**src/rtl/shift_sequencer_if.sv**
```systemverilog
// Handshake bundle between a command source/result consumer and the shift sequencer.
// Both channels use valid/ready: a transfer happens on a rising clk edge where
// valid and ready are both high; the sender holds its payload stable while valid
// is high and ready is low.
interface shift_sequencer_if #(
    parameter int WIDTH = 4,
    parameter int AMT_W = 2
);
    logic             cmd_valid;
    logic             cmd_ready;
    logic [WIDTH-1:0] cmd_data;
    logic [AMT_W-1:0] cmd_amt;
    logic             cmd_dir;
    logic [1:0]       cmd_mode;
    logic             res_valid;
    logic             res_ready;
    logic [WIDTH-1:0] res_data;
    logic             busy;
    logic [7:0]       op_count;

    // Command source / result consumer side.
    modport master (
        output cmd_valid, cmd_data, cmd_amt, cmd_dir, cmd_mode, res_ready,
        input  cmd_ready, res_valid, res_data, busy, op_count
    );

    // Sequencer side.
    modport slave (
        input  cmd_valid, cmd_data, cmd_amt, cmd_dir, cmd_mode, res_ready,
        output cmd_ready, res_valid, res_data, busy, op_count
    );
endinterface

```
**src/rtl/shift_sequencer.sv**
```systemverilog
// Shift sequencer: accepts one shift command, performs it one bit position per
// clock, then presents the result until the consumer takes it.
// Optional feature macro SHIFT_SEQUENCER_ARITH_EN: when defined, mode 2'b10 with
// dir = 1 shifts right with sign fill; when undefined, mode 2'b10 is logical.
module shift_sequencer #(
    parameter int WIDTH = 4,
    parameter int AMT_W = 2
) (
    input  logic              clk,
    input  logic              rst,
    shift_sequencer_if.slave  bus,
    output logic [1:0]        fsm_state
);
    typedef enum logic [1:0] {
        IDLE  = 2'd0,
        SHIFT = 2'd1,
        DONE  = 2'd2
    } state_t;

    state_t           state;
    state_t           state_next;
    logic [WIDTH-1:0] work;
    logic [WIDTH-1:0] step;
    logic [AMT_W-1:0] cnt;
    logic             dir;
    logic [1:0]       mode;
    logic [7:0]       count;
    logic             accept;
    logic             release_res;

    assign fsm_state    = state;
    assign bus.res_data = work;
    assign bus.op_count = count;
    assign accept       = (state == IDLE) && bus.cmd_valid;
    assign release_res  = (state == DONE) && bus.res_ready;

    // State register; reset drops any in-flight command immediately.
    always_ff @(posedge clk or posedge rst) begin
        if (rst) begin
            state <= IDLE;
        end else begin
            state <= state_next;
        end
    end

    // Next-state and handshake outputs, all decoded from the current state.
    always_comb begin
        state_next    = state;
        bus.cmd_ready = 1'b0;
        bus.res_valid = 1'b0;
        bus.busy      = 1'b0;
        case (state)
            IDLE: begin
                bus.cmd_ready = 1'b1;
                if (bus.cmd_valid) begin
                    state_next = (bus.cmd_amt == '0) ? DONE : SHIFT;
                end
            end
            SHIFT: begin
                bus.busy = 1'b1;
                if (cnt == AMT_W'(1)) begin
                    state_next = DONE;
                end
            end
            DONE: begin
                bus.busy      = 1'b1;
                bus.res_valid = 1'b1;
                if (bus.res_ready) begin
                    state_next = IDLE;
                end
            end
            default: begin
                state_next = IDLE;
            end
        endcase
    end

    // One-position step of the working register for the latched dir/mode.
    always_comb begin
        step = dir ? {1'b0, work[WIDTH-1:1]} : {work[WIDTH-2:0], 1'b0};
        if (mode == 2'b01) begin
            step = dir ? {work[0], work[WIDTH-1:1]} : {work[WIDTH-2:0], work[WIDTH-1]};
        end
`ifdef SHIFT_SEQUENCER_ARITH_EN
        else if ((mode == 2'b10) && dir) begin
            step = {work[WIDTH-1], work[WIDTH-1:1]};
        end
`endif
    end

    // Datapath: latch on accept, step while shifting, count released results.
    always_ff @(posedge clk or posedge rst) begin
        if (rst) begin
            work  <= '0;
            cnt   <= '0;
            dir   <= 1'b0;
            mode  <= 2'b00;
            count <= 8'd0;
        end else begin
            if (accept) begin
                work <= bus.cmd_data;
                cnt  <= bus.cmd_amt;
                dir  <= bus.cmd_dir;
                mode <= bus.cmd_mode;
            end else if (state == SHIFT) begin
                work <= step;
                cnt  <= cnt - AMT_W'(1);
            end
            if (release_res) begin
                count <= count + 8'd1;
            end
        end
    end
endmodule

```
**src/flat_wrapper.sv**
```systemverilog
// flat-port wrapper written by rule: the top's interface ports become plain ports
module shift_sequencer_flat 
#(
    parameter int WIDTH = 4,
    parameter int AMT_W = 2
)
  (clk, rst, fsm_state, bus_cmd_valid, bus_cmd_data, bus_cmd_amt, bus_cmd_dir, bus_cmd_mode, bus_res_ready, bus_cmd_ready, bus_res_valid, bus_res_data, bus_busy, bus_op_count);
  shift_sequencer_if #(.WIDTH(WIDTH), .AMT_W(AMT_W)) bus_i ();
  input  logic clk;
  input  logic rst;
  output logic [1:0] fsm_state;
  input wire logic [$bits(bus_i.cmd_valid)-1:0] bus_cmd_valid;
  input wire logic [$bits(bus_i.cmd_data)-1:0] bus_cmd_data;
  input wire logic [$bits(bus_i.cmd_amt)-1:0] bus_cmd_amt;
  input wire logic [$bits(bus_i.cmd_dir)-1:0] bus_cmd_dir;
  input wire logic [$bits(bus_i.cmd_mode)-1:0] bus_cmd_mode;
  input wire logic [$bits(bus_i.res_ready)-1:0] bus_res_ready;
  output wire logic [$bits(bus_i.cmd_ready)-1:0] bus_cmd_ready;
  output wire logic [$bits(bus_i.res_valid)-1:0] bus_res_valid;
  output wire logic [$bits(bus_i.res_data)-1:0] bus_res_data;
  output wire logic [$bits(bus_i.busy)-1:0] bus_busy;
  output wire logic [$bits(bus_i.op_count)-1:0] bus_op_count;
  assign bus_i.cmd_valid = bus_cmd_valid;
  assign bus_i.cmd_data = bus_cmd_data;
  assign bus_i.cmd_amt = bus_cmd_amt;
  assign bus_i.cmd_dir = bus_cmd_dir;
  assign bus_i.cmd_mode = bus_cmd_mode;
  assign bus_i.res_ready = bus_res_ready;
  assign bus_cmd_ready = bus_i.cmd_ready;
  assign bus_res_valid = bus_i.res_valid;
  assign bus_res_data = bus_i.res_data;
  assign bus_busy = bus_i.busy;
  assign bus_op_count = bus_i.op_count;
  shift_sequencer #(.WIDTH(WIDTH), .AMT_W(AMT_W)) u_core (.clk(clk), .rst(rst), .bus(bus_i), .fsm_state(fsm_state));
endmodule
```
**config.mk**
```make
export PLATFORM = sky130hd
export DESIGN_NAME = shift_sequencer_flat
export DESIGN_NICKNAME = d
export VERILOG_FILES = /design/src/rtl/shift_sequencer_if.sv /design/src/rtl/shift_sequencer.sv /design/src/flat_wrapper.sv
export SDC_FILE = /design/constraint.sdc
export NUM_CORES = 1
export LEC_CHECK = 0
export ABC_AREA = 1
export CORE_MARGIN = 1
export CORE_UTILIZATION = 40
export CTS_BUF_LIST = sky130_fd_sc_hd__clkbuf_4 sky130_fd_sc_hd__clkbuf_8
export DETAILED_ROUTE_END_ITERATION = 6
export PLACE_DENSITY = 0.71
export RECOVER_POWER = 25
export SYNTH_ARGS = -nofsm -noshare
export SYNTH_HDL_FRONTEND = slang
export SYNTH_SLANG_ARGS = --single-unit
```
**constraint.sdc**
```tcl
create_clock -name clk -period 1.3 [get_ports clk]
set_clock_uncertainty 0.05 [all_clocks]
set_input_delay 0.26 -clock clk [delete_from_list [all_inputs] [get_ports clk]]
set_output_delay 0.26 -clock clk [all_outputs]
set_load 0.02 [all_outputs]
```
==> results of run 1 <==
-- cell type report --
type | count | area, µm² | area share, %
multi-input cells | 99 | 701 | 37.5
repair buffers | 61 | 526 | 28.1
flip-flops and latches | 19 | 478 | 25.6
inverters | 21 | 98.8 | 5.29
clock inverters | 1 | 5.00 | 0.268
clock buffers | 3 | 22.5 | 1.21
well taps | 30 | 37.5 | 2.01
-- power by group through the flow --
stage / registers [W] / clock network, W / logic, W
final: 0.000958 / 0.000324 / 0.00271
after global routing: 0.000984 / 0.000348 / 0.00292
after CTS: 0.000952 / 0.000331 / 0.00231
after detailed placement: 0.000957 / 0 / 0.00210
after global placement: 0.000943 / 0 / 0.00206
after floorplan: 0.00118 / 0 / 0.000937
-- final timing paths --
| check | start | end | slack [ps] | cells after the start |
|---|---|---|---|---|
| setup reg to reg | u_core.fsm_state[1] | u_core.fsm_state[0] | -190 | 9 |
| setup / recovery | u_core.fsm_state[1] | bus_busy | -190 | 3 |
| min in group clk | bus_cmd_mode[1] | u_core.mode[1] | 440 | 3 |
| hold / removal | rst | u_core.bus.op_count[6] | 430 | 3 |
| hold reg to reg | u_core.mode[1] | u_core.mode[1] | 480 | 2 |
| max in group asynchronous | rst | u_core.fsm_state[0] | 380 | 3 |
-- state kept, by name, summed over array words and instances, names as in the netlist --
signal,cells
u_core.bus.op_count,8
u_core.bus.res_data,4
u_core.cnt,2
u_core.dir,1
u_core.fsm_state,2
u_core.mode,2
-- worst max-delay path: stages, from the launching register on --
cell and delay, ps:
dfrtp_2 440, inv_2 100, ha_4 200, buf_6 120
-- layout by cell type, fill, tap and decap left out, types with 3 or more instances in the layout --
cell type         n
clkbuf_4          3
buf_2             8
nor2_4            4
nand2_1          41
o211ai_1          4
nand3_2           3
nand2_2          10
inv_1            15
nand2_4           3
dfrtp_1          17
buf_6            12
nor2_1            6
nand2_8           3
buf_4            24
clkdlybuf4s50_1  11
ha_1              3
ha_4              3
nand3_1           6
clkdlybuf4s15_2   4
inv_4             3
-- cells by family (layout without fill, tap and decap cells) --
kind of cell,after synthesis,after routing,synth area share (%)
and+or+nand+nor,79,80,31.6
xor gates and xnor gates,4,4,3.23
AOI/OAI and AO/OA,8,8,4.96
adders and majority gates,7,7,8.07
buffers and inverters,22,86,8.30
DFF,19,19,43.8
-- stage by stage --
| step | power, W | hold WS, ps | TNS (ps) |
|---|---|---|---|
| floorplan | 0.00212 | 161 | -619 |
| global placement | 0.00300 | 419 | -3130 |
| detailed placement | 0.00305 | 434 | -3320 |
| CTS | 0.00360 | 212 | -1520 |
| global route | 0.00425 | 448 | -3070 |
| finish | 0.00400 | 431 | -2170 |
-- per-layer routing --
layer / wire, µm / vias to the layer above / track usage [%]
met5: 0 / - / 0
met4: 62 / 0 / 9.83
met3: 147 / 8 / 2.82
met2: 1570 / 39 / 33.5
met1: 1370 / 538 / 25.1
li1: - / 561 / -
-- what timing repair did --
| item | in CTS | in global routing |
|---|---|---|
| pin swaps | 5 | 17 |
| setup endpoints to repair | 35 | 30 |
| resized for setup | 85 | 43 |
| hold buffers | 0 | 0 |
| gates cloned | 0 | 1 |
| setup buffers | 6 | 4 |
==> results.py, run 1 <==
metrics = {
    "run_status": {
        "status": "finished, violations left",
        "violations": "negative setup slack",
    },
    "final_layout": {
        "area_growth_pct": 72.2,
        "finalNonFillerCells": 234,
        "final_util_pct": 74.1,
        "drive_above_1_share_pct": 46.1,
        "postLayoutCellArea_um2": 1870,
        "fill_cells": 178,
        "diodes": 0,
        "final_nets": 225,
    },
    "logic_synthesis": {
        "synthCells": 139,
        "yosys_warnings": 0,
        "synthFlopType": "dfrtp_1",
        "synth_seq_cells": 19,
        "synthTopCellsByArea": "dfrtp_1 (44%), nand2_1 (18%), ha_1 (8.1%), inv_1 (6.6%), nand3_1 (3.7%)",
        "syn_area_per_cell_um2": 7.80,
        "synth_common_cells": "nand2_1 (51), dfrtp_1 (19), inv_1 (19), nor2_1 (10), nand3_1 (8)",
        "synth_top_cell_by_area": "dfrtp_1",
        "yosys.area.top_type_share_pct": 43.8,
        "ys_async_sr_fraction_pct": 100,
        "synth_edf_count": 0,
        "syn_area_um2": 1080,
        "yosysSeqAreaShare_pct": 43.8,
        "synth_most_common_cell": "nand2_1",
        "syn_nets": 159,
        "synth.distinct_cells": 18,
    },
    "critical_path": {
        "required_ps": 990,
        "timing_worst_setup_path_type": "reg -> out",
        "start_kind": "flip-flop",
        "arrival_ps": 1180,
        "path_max_fanout": 3,
        "end_kind": "output pin",
    },
    "routing": {
        "drt-vias-per-instance": 4.90,
        "wire_per_inst_um": 13.5,
        "drt-total-wl_mm": 3.15,
        "drt-pass1-iter-count": 4,
        "first_iter_violations": 18,
        "drc_errors": 0,
        "vias": 1146,
        "ant_nets": 0,
    },
    "die": {
        "dieHeight_um": 54.1,
        "rows": 18,
        "ioPinCount": 30,
        "dieArea_um2": 2920,
        "initial_core_util_pct": 43.0,
        "die_x_um": 54.1,
        "core-area_um2": 2520,
    },
    "power": {
        "ir_drop_mv": 1.83,
        "internal_power_w": 0.00220,
        "p_comb_share_pct": 67.9,
        "p_seq_share_pct": 24.0,
        "switchingPower_w": 0.00180,
        "p_leak_nw": 0.948,
        "powerDensity_nw_per_um2": 2140,
        "swShare_pct": 45.0,
        "power.share.clock_pct": 8.1,
    },
    "clock_tree": {
        "numCtsBuffers": 3,
        "cts-root-buf": "clkbuf_4",
        "cts_sinks": 19,
        "clock_latency_ps": 320,
        "h-tree-depth": 1,
        "path_clk_slew_ps": 120,
        "clockBufferDepth": 2,
        "cts_tree": "built",
    },
    "global_routing": {
        "track_usage_pct": 20.1,
        "grt_pass1_vias": 994,
        "antenna_found_initial": 0,
        "grt_start_max_net_pins": 20,
        "overflow": 0,
        "grt_pass1_wl_mm": 4.11,
    },
    "place": {
        "place_area_um2": 1600,
        "globalplace.congestion": 0.760,
        "placed_cells": 220,
        "pre_cts_slack_ps": -326,
        "numPortBuffers": 29,
        "hpwl_mm": 1.86,
    },
    "sta": {
        "setup_viol": 17,
        "relSlewSlack_pct": 65.6,
        "hold_violations": 0,
        "rsz0062_at_grt": "yes",
        "fmax_ghz": 0.670,
        "report.final.slew_viol_count": 0,
        "fin_ws_ps": -192,
        "worst_pin_slew_ps": 515,
        "period_share_pct": 115,
        "final.min_clock_period_ps": 1490,
    },
    "worst_hold_path": {
        "hp-class": "in -> async",
    },
    "job": {
        "cap_violations": 0,
    },
}
Note: power is estimated with default switching activity, not from simulation.
==> run 2: changes to the inputs <==
Settings changed: CTS_BUF_LIST sky130_fd_sc_hd__clkbuf_4 sky130_fd_sc_hd__clkbuf_8 to sky130_fd_sc_hd__clkbuf_8, PLACE_DENSITY 0.71 to 0.69, SETUP_SLACK_MARGIN set to 0.1.
Clock period 1.3 ns to 1.76 ns, I/O delays scaled along.
==> results.py, run 2 (same netlist as run 1, synthesis figures left out) <==
metrics = {
    "sta": {
        "final.min_clock_period_ps": 1660,
        "worst_pin_slew_ps": 1010,
        "rsz0062_at_grt": "yes",
        "tns_ps": 0,
        "fin_ws_ps": 99.2,
        "relSlewSlack_pct": 32.4,
        "setup_viol": 0,
        "hold_violations": 0,
        "fmax_ghz": 0.602,
        "report.final.slew_viol_count": 0,
        "period_share_pct": 94.4,
    },
    "routing": {
        "vias": 947,
        "drt-vias-per-instance": 4.60,
        "wire_per_inst_um": 10.3,
        "drc_errors": 0,
        "drt-pass1-iter-count": 4,
        "first_iter_violations": 31,
        "drt-total-wl_mm": 2.12,
        "ant_nets": 0,
    },
    "die": {
        "rows": 18,
        "die_x_um": 54.1,
        "initial_core_util_pct": 43.0,
        "ioPinCount": 30,
        "dieArea_um2": 2920,
        "dieHeight_um": 54.1,
        "core-area_um2": 2520,
    },
    "global_routing": {
        "grt_pass1_vias": 942,
        "antenna_found_initial": 0,
        "track_usage_pct": 17.0,
        "grt_start_max_net_pins": 20,
        "overflow": 0,
        "grt_pass1_wl_mm": 3.57,
    },
    "critical_path": {
        "timing_worst_setup_path_type": "reg -> out",
        "start_kind": "flip-flop",
        "r2r_start": "u_core.fsm_state[0]",
        "required_ps": 1360,
        "reg2regPathDepth": 7,
        "r2r_end": "u_core.cnt[0]",
        "arrival_ps": 1260,
        "path_max_fanout": 3,
        "end_kind": "output pin",
        "r2r_slack_ps": 290,
    },
    "final_layout": {
        "drive_above_1_share_pct": 13.1,
        "largest_register_ffs": 8,
        "final_cell_mix": "nand2_1 (51), dfrtp_1 (19), inv_1 (18)",
        "layout_commonest_cell": "nand2_1",
        "diodes": 0,
        "final_nets": 197,
        "area_growth_pct": 36.0,
    },
    "run_status": {
        "status": "finished clean",
    },
    "place": {
        "hpwl_mm": 1.71,
        "globalplace.congestion": 0.771,
        "numPortBuffers": 29,
        "pre_cts_slack_ps": 54.1,
    },
    "clock_tree": {
        "cts-root-buf": "clkbuf_8",
        "h-tree-depth": 1,
        "numCtsBuffers": 3,
        "path_clk_slew_ps": 80,
        "cts_tree": "built",
        "postCtsSetupBuffers": 0,
        "cts_hold_buffers": 0,
        "clockBufferDepth": 2,
        "clock_latency_ps": 260,
        "cts_sinks": 19,
    },
    "power": {
        "powerDensity_nw_per_um2": 1490,
        "p_leak_nw": 0.793,
        "ir_drop_mv": 0.949,
    },
    "job": {
        "cap_violations": 0,
    },
    "worst_hold_path": {
        "min_to": "u_core.mode[1]",
        "hp-class": "reg -> reg",
        "hold_depth": 2,
        "hp-start": "u_core.mode[1]",
    },
}
run 2: changes by cell type in the layout (fill, tap and decap cells not counted), moves of 4 or more:
cell / previous run / this run
buf_2: 8 / 0
buf_4: 24 / 4
buf_6: 12 / 0
dlygate4sd2_1: 0 / 12
ha_1: 3 / 7
nand2_1: 41 / 51
nand2_2: 10 / 4
nor2_1: 6 / 10
run 2: metrics by stage:
stage / std cells / hold slack [ps] / total power (W) / util, % / area, µm²
2_1_floorplan: 139 / 253 / 0.00153 / - / 1080
3_3_place_gp: 202 / 418 / 0.00197 / 57.0 / 1440
3_5_place_dp: 202 / 421 / 0.00200 / 57.0 / 1440
4_1_cts: 206 / 371 / 0.00221 / 58.3 / 1470
5_1_grt: 206 / 473 / 0.00242 / 58.5 / 1480
6_report: 206 / 432 / 0.00220 / 58.5 / 1480
run 2: critical path, cell delays in order (launching register included):
cell and delay (ps):
dfrtp_1 380, inv_1 100, ha_1 230, clkdlybuf4s15_1 280
run 2: worst max path at each step:
| stage | slack, ps | cells after the start | startpoint | to |
|---|---|---|---|---|
| 6_report | 100 | 3 | u_core.fsm_state[0] | bus_busy |
| 5_1_grt | 30 | 3 | u_core.fsm_state[0] | bus_busy |
| 4_1_cts | 30 | 3 | u_core.fsm_state[1] | bus_busy |
| 3_5_place_dp | 50 | 3 | u_core.fsm_state[1] | bus_cmd_ready |
| 3_3_place_gp | 90 | 3 | u_core.fsm_state[1] | bus_cmd_ready |
| 2_1_floorplan | 150 | 9 | u_core.fsm_state[0] | u_core.bus.op_count[7] |
run 2: cell type report:
type,instances,area [µm²]
clock buffers,3,41.3
clock inverters,1,7.51
fillers,247,1050
inverters,21,78.8
multi-input cells,98,524
flip-flops and latches,19,475
well taps,30,37.5
repair buffers,34,310
run 2: power by group:
group,leakage (nW),total [W],internal (W),switching (W)
clock,0.0217,0.000309,0.000159,0.000150
sequential,0.238,0.000741,0.000601,0.000140
combinational,0.533,0.00115,0.000465,0.000682
run 2: routing by layer:
metal  GRT usage (%)  share of wire (%)  up-vias
li1                -                  -      497
met1            20.4                 47      426
met2            29.0                 46       22
met3            4.52                6.9        2
met4            5.56               0.47        0
met5               0                  0        -
run 2: what timing repair did:
item | in CTS | in global routing
cloned | 0 | 0
setup endpoints to repair | 15 | 6
resized for setup | 17 | 7
